===== src/rtl/dac_sample_analyzer.sv =====
// Measures period, minimum and maximum of each cycle of the DAC sample stream,
// timing between rising mid-scale crossings qualified by a hysteresis band.
module dac_sample_analyzer #(
   parameter int unsigned DATA_W   = 8,
   parameter int unsigned PERIOD_W = 24,
   parameter int unsigned HYST     = 4
) (
   input  logic                sys_clk_i,
   input  logic                sys_rst_i,
   input  logic [DATA_W-1:0]   sample_i,
   input  logic                sample_valid_i,
   output logic [PERIOD_W-1:0] period_o,
   output logic [DATA_W-1:0]   min_o,
   output logic [DATA_W-1:0]   max_o,
   output logic                meas_valid_o,
   output logic                timeout_o,
   output logic                locked_o
);

   localparam int unsigned Mid = 1 << (DATA_W - 1);
   localparam logic [DATA_W-1:0] ThHi = DATA_W'(Mid + HYST);
   localparam logic [DATA_W-1:0] ThLo = DATA_W'(Mid - HYST);

   localparam logic [1:0] ST_ARM       = 2'd0;
   localparam logic [1:0] ST_WAIT_RISE = 2'd1;
   localparam logic [1:0] ST_MEAS_LO   = 2'd2;
   localparam logic [1:0] ST_MEAS_HI   = 2'd3;

   logic [1:0]          state_q, state_d;
   logic [PERIOD_W-1:0] cnt_q, cnt_d;
   logic [DATA_W-1:0]   trk_min_q, trk_min_d;
   logic [DATA_W-1:0]   trk_max_q, trk_max_d;
   logic [PERIOD_W-1:0] period_q, period_d;
   logic [DATA_W-1:0]   min_q, min_d;
   logic [DATA_W-1:0]   max_q, max_d;
   logic                meas_valid_q, meas_valid_d;
   logic                timeout_q, timeout_d;

   logic is_lo, is_hi, crossing, cnt_sat;

   assign is_lo    = sample_valid_i && (sample_i <= ThLo);
   assign is_hi    = sample_valid_i && (sample_i >= ThHi);
   assign crossing = (state_q == ST_MEAS_HI) && is_hi;
   assign cnt_sat  = (cnt_q == {PERIOD_W{1'b1}});

   always_comb begin
      state_d      = state_q;
      cnt_d        = cnt_q;
      trk_min_d    = trk_min_q;
      trk_max_d    = trk_max_q;
      period_d     = period_q;
      min_d        = min_q;
      max_d        = max_q;
      meas_valid_d = 1'b0;
      timeout_d    = 1'b0;
      case (state_q)
         ST_ARM: begin
            if (is_lo) state_d = ST_WAIT_RISE;
         end
         ST_WAIT_RISE: begin
            if (is_hi) begin
               state_d   = ST_MEAS_LO;
               cnt_d     = PERIOD_W'(1);
               trk_min_d = sample_i;
               trk_max_d = sample_i;
            end
         end
         default: begin
            if (crossing) begin
               // Crossing sample closes this cycle and seeds the next one.
               period_d     = cnt_q;
               min_d        = trk_min_q;
               max_d        = trk_max_q;
               meas_valid_d = 1'b1;
               cnt_d        = PERIOD_W'(1);
               trk_min_d    = sample_i;
               trk_max_d    = sample_i;
               state_d      = ST_MEAS_LO;
            end else begin
               if (sample_valid_i) begin
                  if (sample_i < trk_min_q) trk_min_d = sample_i;
                  if (sample_i > trk_max_q) trk_max_d = sample_i;
               end
               if ((state_q == ST_MEAS_LO) && is_lo) state_d = ST_MEAS_HI;
               if (cnt_sat) begin
                  timeout_d = 1'b1;
                  state_d   = ST_ARM;
               end else begin
                  cnt_d = cnt_q + 1'b1;
               end
            end
         end
      endcase
   end

   always_ff @(posedge sys_clk_i or posedge sys_rst_i) begin
      if (sys_rst_i) begin
         state_q      <= ST_ARM;
         cnt_q        <= '0;
         trk_min_q    <= '0;
         trk_max_q    <= '0;
         period_q     <= '0;
         min_q        <= '0;
         max_q        <= '0;
         meas_valid_q <= 1'b0;
         timeout_q    <= 1'b0;
      end else begin
         state_q      <= state_d;
         cnt_q        <= cnt_d;
         trk_min_q    <= trk_min_d;
         trk_max_q    <= trk_max_d;
         period_q     <= period_d;
         min_q        <= min_d;
         max_q        <= max_d;
         meas_valid_q <= meas_valid_d;
         timeout_q    <= timeout_d;
      end
   end

   assign period_o     = period_q;
   assign min_o        = min_q;
   assign max_o        = max_q;
   assign meas_valid_o = meas_valid_q;
   assign timeout_o    = timeout_q;
   assign locked_o     = (state_q == ST_MEAS_LO) || (state_q == ST_MEAS_HI);

endmodule


===== config.mk =====
export PLATFORM = sky130hd
export DESIGN_NAME = dac_sample_analyzer
export DESIGN_NICKNAME = d
export VERILOG_FILES = /design/src/rtl/dac_sample_analyzer.sv
export SDC_FILE = /design/constraint.sdc
export NUM_CORES = 1
export LEC_CHECK = 0
export BUFFER_PORTS_ARGS = -buffer_cell sky130_fd_sc_hd__buf_2
export CAP_MARGIN = 20
export CORE_ASPECT_RATIO = 0.7
export CORE_UTILIZATION = 58
export CTS_CLUSTER_SIZE = 14
export DETAILED_ROUTE_END_ITERATION = 6
export GPL_ROUTABILITY_DRIVEN = 1
export PLACE_DENSITY_LB_ADDON = 0.2
export SLEW_MARGIN = 30
export SYNTH_ARGS = -nofsm -noshare
export SYNTH_HDL_FRONTEND = slang
export SYNTH_SLANG_ARGS = --single-unit

===== constraint.sdc =====
create_clock -name sys_clk_i -period 2.6 [get_ports sys_clk_i]
set_clock_uncertainty 0.05 [all_clocks]
set_input_delay 0.13 -clock sys_clk_i [delete_from_list [all_inputs] [get_ports sys_clk_i]]
set_output_delay 0.13 -clock sys_clk_i [all_outputs]
set_load 0.05 [all_outputs]

Word-level counts from Yosys, hierarchy flattened
Index checks and enable logic that the tools add are counted.
{"block": "classes", "n_bitwise": 2, "n_div": 0, "order_cmp": 4, "addsub": 1, "mul": 0, "eq_ne": 7, "n_reduce_logical": 16, "shift": 0, "mux": 24}
{"operator": "two-way mux 24 bit", "n": 3}
{"operator": "two-way mux 8 bit", "n": 7}
{"operator": "one-hot mux 24 bit (2 select lines)", "n": 1}
{"operator": "one-hot mux 8 bit (2 select lines)", "n": 2}
{"operator": "adder 24 x 1 -> 24 bit (second input constant)", "n": 1}
{"operator": "== test 24 bit (second input constant)", "n": 1}
{"operator": "two-way mux 2 bit", "n": 5}
{"operator": "nonzero test 3 bit", "n": 3}
{"operator": ">= comparator 8 bit (second input constant)", "n": 1}
{"operator": "> comparator 8 bit", "n": 1}
{"operator": "<= comparator 8 x 7 -> 1 bit (second input constant)", "n": 1}
{"operator": "less-than comparator 8 bit", "n": 1}
{"operator": "AND reduction 4 bit", "n": 2}
{"operator": "AND reduction 3 bit", "n": 2}
{"operator": "two-way mux 1 bit", "n": 5}
{"operator": "nonzero test 5 bit", "n": 1}
{"operator": "== test 2 bit (second input constant)", "n": 2}
{"operator": "logical AND 1 bit", "n": 4}
{"operator": "inequality test 2 bit (second input constant)", "n": 2}
{"operator": "one-hot mux 2 bit (2 select lines)", "n": 1}
{"operator": "inequality test 3 x 2 -> 1 bit (second input constant)", "n": 1}
{"operator": "== test 2 x 1 -> 1 bit (second input constant)", "n": 1}
{"operator": "zero test 2 bit", "n": 1}
{"operator": "NOT 1 bit", "n": 2}
{"operator": "3 further kinds", "n": 3}
{"block": "word_totals", "ramBits": 0, "rom_bits": 0, "input_bits": 11, "regBits": 84, "out_inout_bits": 43, "latch_bits": 0, "wordCells": 63, "mem_count": 0}

Logic depth before layout (Yosys ltp)
{"block": "depth", "word_depth": 7, "mapped_depth": 8, "depth_no_buf": 7}

Worst setup path before layout
OpenSTA, ideal clock, no wires.
{"block": "synth_path", "kind": "register to register", "from": "register cnt_q[0]", "to": "register cnt_q[1]", "path_buffers": 1, "stages_incl_launch_ff": 8, "required_time_ps": 2418, "arrival_ps": 1869, "setup_time_ps": 132, "path_slack_ps": 549, "cell_sequence": "dfrtp_1 > ha_1 > nand4_1 > or4_1 > o21ai_2 > buf_4 > mux2i_1 > nor2_1"}
{"block": "synth_via", "elab_chain_len": 4, "elab_cells_between_ends": 7, "classes_between": "1 x add/sub; 2 x eq/ne; 3 x mux; 1 x reduce/logical"}
{"item": "start, declared", "line_no": "30", "rtl": "logic [PERIOD_W-1:0] cnt_q, cnt_d;"}
{"item": "start signal, assigned", "line_no": "109", "rtl": "cnt_q <= cnt_d;"}
{"item": "adder 24 x 1 -> 24 bit", "line_no": "89", "rtl": "cnt_d = cnt_q + 1'b1;"}
{"item": "two-way mux 24 bit", "line_no": "85", "rtl": "if (cnt_sat) begin"}
{"item": "two-way mux 24 bit", "line_no": "69", "rtl": "if (crossing) begin"}
{"item": "one-hot mux 24 bit (2 select lines)", "line_no": "56", "rtl": "case (state_q)"}
Several ways; a longest one is shown, not always the timed one. The select of a mux whose other input is x is not followed.
A chain may end at the register's enable or synchronous reset.

Final worst setup path
{"block": "layout_path", "from": "register cnt_q[0]", "to": "register cnt_q[10]"}
Same word-level chain as after synthesis.

==> key figures <==
Yosys
  • Syn avg cell area: 10.77 um2
  • Post-synth ARST share: 100.0%
  • Synth Warn #: 0
  • Area share of the largest cell type after synthesis: 49.51%
  • Commonest cells post-synth: dfrtp_1 (84), nand2_1 (38), mux2_2 (25)
  • Most common cell in the synthesized netlist: dfrtp_1
  • Synth area leader: dfrtp_1
  • Post-synth top flop: dfrtp_1
  • Post-synthesis cell type count: 52
  • Mapped Nets: 421
  • Sequential area share after synthesis: 49.51%
  • Cells after synthesis: 394
  • Largest cells by area after synthesis: dfrtp_1 (50%), mux2_2 (6.6%), ha_1 (4.7%)
  • Flops & latches, synth: 84
  • Number of flops mapped to enable cells by yosys: 0
  • Mapped Area: 4245 um2

Worst setup path
  • Critical Path Sink Type: flip-flop
  • Worst EP required: 2.81 ns
  • Critical Path Start Type: flip-flop
  • Reg2Reg Depth: 7
  • WP data arrival: 2.64 ns
  • CP Max Fanout: 15
  • Reg-to-reg critical path startpoint: cnt_q[0]$_DFFE_PP0P_
  • Critical path class: flip-flop to flip-flop
  • Slack of the worst reg-to-reg path: 0.18 ns
  • Worst R2R End: cnt_q[10]$_DFFE_PP0P_

Timing
  • Worst-Margin Slew: 0.8368 ns
  • Fmax: 0.4125 GHz
  • Tcrit/Tclk final: 93.24%
  • Final min period: 2.424 ns
  • Sum Neg Setup Slack: 0 ns
  • Worst rel slew slack: 44.15%
  • RSZ-0062 raised after global routing: no
  • Count of final setup violators: 0
  • Hold WS: 0.05558 ns
  • Final Slew Violations: 0
  • Fin. Hold Viols: 0

Power and ir drop
  • Power per cell area: 958.6 nW/um2
  • Leakage power: 2.312 nW
  • Peak VDD IR: 0.5284 mV

Cells and area
  • N_diodes: 0
  • Final Net Count: 475
  • Fill cell count: 534
  • Multi-input logic area: 1954 um2
  • Area Overhead vs Synth: 13.23%
  • Layout cells sized above 1: 26.71%
  • Reg area: 2102 um2

Floorplanning
  • Die Ht: 73.58 um
  • Core Rows: 25
  • Die X: 104.3 um
  • Total I/O pin count: 54
  • Starting Density: 61.41%
  • Placeable Area: 6913 um2
  • Die Footprint: 7671 um2

Clock tree
  • CTS Buffer Depth: 2
  • Post-CTS setup buffer count: 0
  • Clock root buffer: clkbuf_8
  • Cts repair resizes: 0
  • Total CTS buffers: 9
  • Clock tree sinks: 84
  • Hold buffers post-CTS: 1
  • CTS tree: yes
  • Clock Latency Late Sink: 0.35 ns
  • Clock slew at reported path FFs: 0.08 ns
  • H-Tree Depth: 3

Routing
  • Number of remaining DRC errors: 0
  • Initial DRT Pass Iterations: 5
  • Routed Antenna Nets: 0
  • Wire per inst: 17.48 um
  • Routed wire length: 9.560 mm
  • Iteration-0 DRC count of the detailed router: 228
  • DR vias: 3,344
  • Vias per cell: 6.113

Global route
  • Vias in the first global route: 3,206
  • Met1 GRT Util: 38.37%
  • Global-route wire length before repair: 16.00 mm
  • Grt ovf: 0
  • Initial antenna violation count: 0
  • Grt peak-use layer: met2
  • Met2 global-route usage: 42.00%
  • Largest net degree at the start of global routing: 48
  • Met3 Usage GRT: 5.590%
  • GR Util All Layers: 27.06%

Worst hold path
  • Hold WC Path Type: input pin to flip-flop
  • Hold path cells: 2
  • Hold path start: sample_i[4]
  • Worst Hold End: trk_max_q[4]$_DFFE_PP0P_

Job
  • Max_cap viols: 0

Placed design
  • Dpl hpwl: 6.813 mm
  • Port bufs: 53
  • GP Congestion: 0.8548

Outcome
  • Outcome: completed
[layout make-up]
| cell class | instances | share of cell area (%) |
|---|---|---|
| Timing Repair Buffer | 65 | 7.965 |
| Multi-Input combinational cell | 267 | 40.66 |
| Inverter | 21 | 1.666 |
| Clock buffer | 12 | 3.019 |
| Tap cell | 94 | 2.447 |
| Sequential cell | 84 | 43.73 |
| Clock inverter | 4 | 0.5206 |
[report_power, final]
group | internal, W | switching (W)
logic | 0.000631 | 0.00128
registers | 0.00164 | 0.000238
clock network | 0.000371 | 0.000455
total | 0.00264 | 0.00197
[worst max-delay path, stage by stage (launching register included)]
cell and delay [ns]:
dfrtp_1 0.42, ha_1 0.25, nand4_1 0.26, or4_1 0.59
o21ai_2 0.16, buf_4 0.24, nand2_1 0.13, a31oi_1 0.22
[state kept, by name, indices dropped and copies added, names as in the netlist]
signal / flops
trk_min_q: 8
timeout_o: 1
period_o: 24
min_o: 8
state_q: 2
cnt_q: 24
trk_max_q: 8
max_o: 8
meas_valid_o: 1
[per-layer routing]
layer  wire (um)  vias up
met2        4240      121
met1        4656     1630
met5           0        -
met3         544       14
li1            -     1579
met4         119        0
[per-stage QoR]
step           util, %  std cells  worst slack [ns]  power [W]  cell area, um2
2_1_floorplan        -        394            0.2549   0.003322            4245
5_1_grt          69.54        547          0.007528   0.004881            4807
3_5_place_dp     66.93        530            0.2309   0.003791            4627
3_3_place_gp     66.93        530            0.3392   0.003715            4627
4_1_cts          69.54        547            0.1959   0.004619            4807
6_report         69.54        547            0.1758   0.004608            4807
[layout by cell type, fill, tap and decap left out, types with 3 or more instances in the layout]
master     instances
ha_1              16
and3_1             3
clkbuf_8          10
nand2b_1           4
o22ai_1            5
o31ai_1            3
o2111ai_1          3
nor4_1             4
xor2_1             4
buf_2             53
dfrtp_1           84
buf_4              9
o211ai_1           4
o41ai_1            3
o21ai_0           23
nand3_1           10
clkinv_2           3
a31oi_1            9
o21a_1             3
o311ai_0          10
and4_1             7
nor2_1            15
nand4_1           21
nand2_1           37
inv_1             20
mux2_4             8
a211oi_1           3
or4_1              5
a21oi_1           14
mux2_2            25
[logic make-up after synthesis]
logic type / Yosys count / share of synthesized area [%]
fa+ha+maj: 16 / 4.716
buf+inv: 43 / 4.509
simple gates: 117 / 14.47
mux: 35 / 9.932
flops: 84 / 49.51
compound gates: 93 / 15.62
xor+xnor: 6 / 1.238
[worst max-delay path by stage]
stage | start | endpoint | slack, ns | cells past startpoint
after global placement | cnt_q[0]$_DFFE_PP0P_ | cnt_q[10]$_DFFE_PP0P_ | 0.34 | 7
after CTS | cnt_q[0]$_DFFE_PP0P_ | cnt_q[10]$_DFFE_PP0P_ | 0.20 | 7
after detailed placement | cnt_q[0]$_DFFE_PP0P_ | cnt_q[10]$_DFFE_PP0P_ | 0.23 | 7
after floorplan | sys_rst_i | cnt_q[0]$_DFFE_PP0P_ | 0.25 | 1
final | cnt_q[0]$_DFFE_PP0P_ | cnt_q[10]$_DFFE_PP0P_ | 0.18 | 7
after global routing | cnt_q[0]$_DFFE_PP0P_ | cnt_q[10]$_DFFE_PP0P_ | 0.008 | 7
Power figures use the tool's default switching activity.
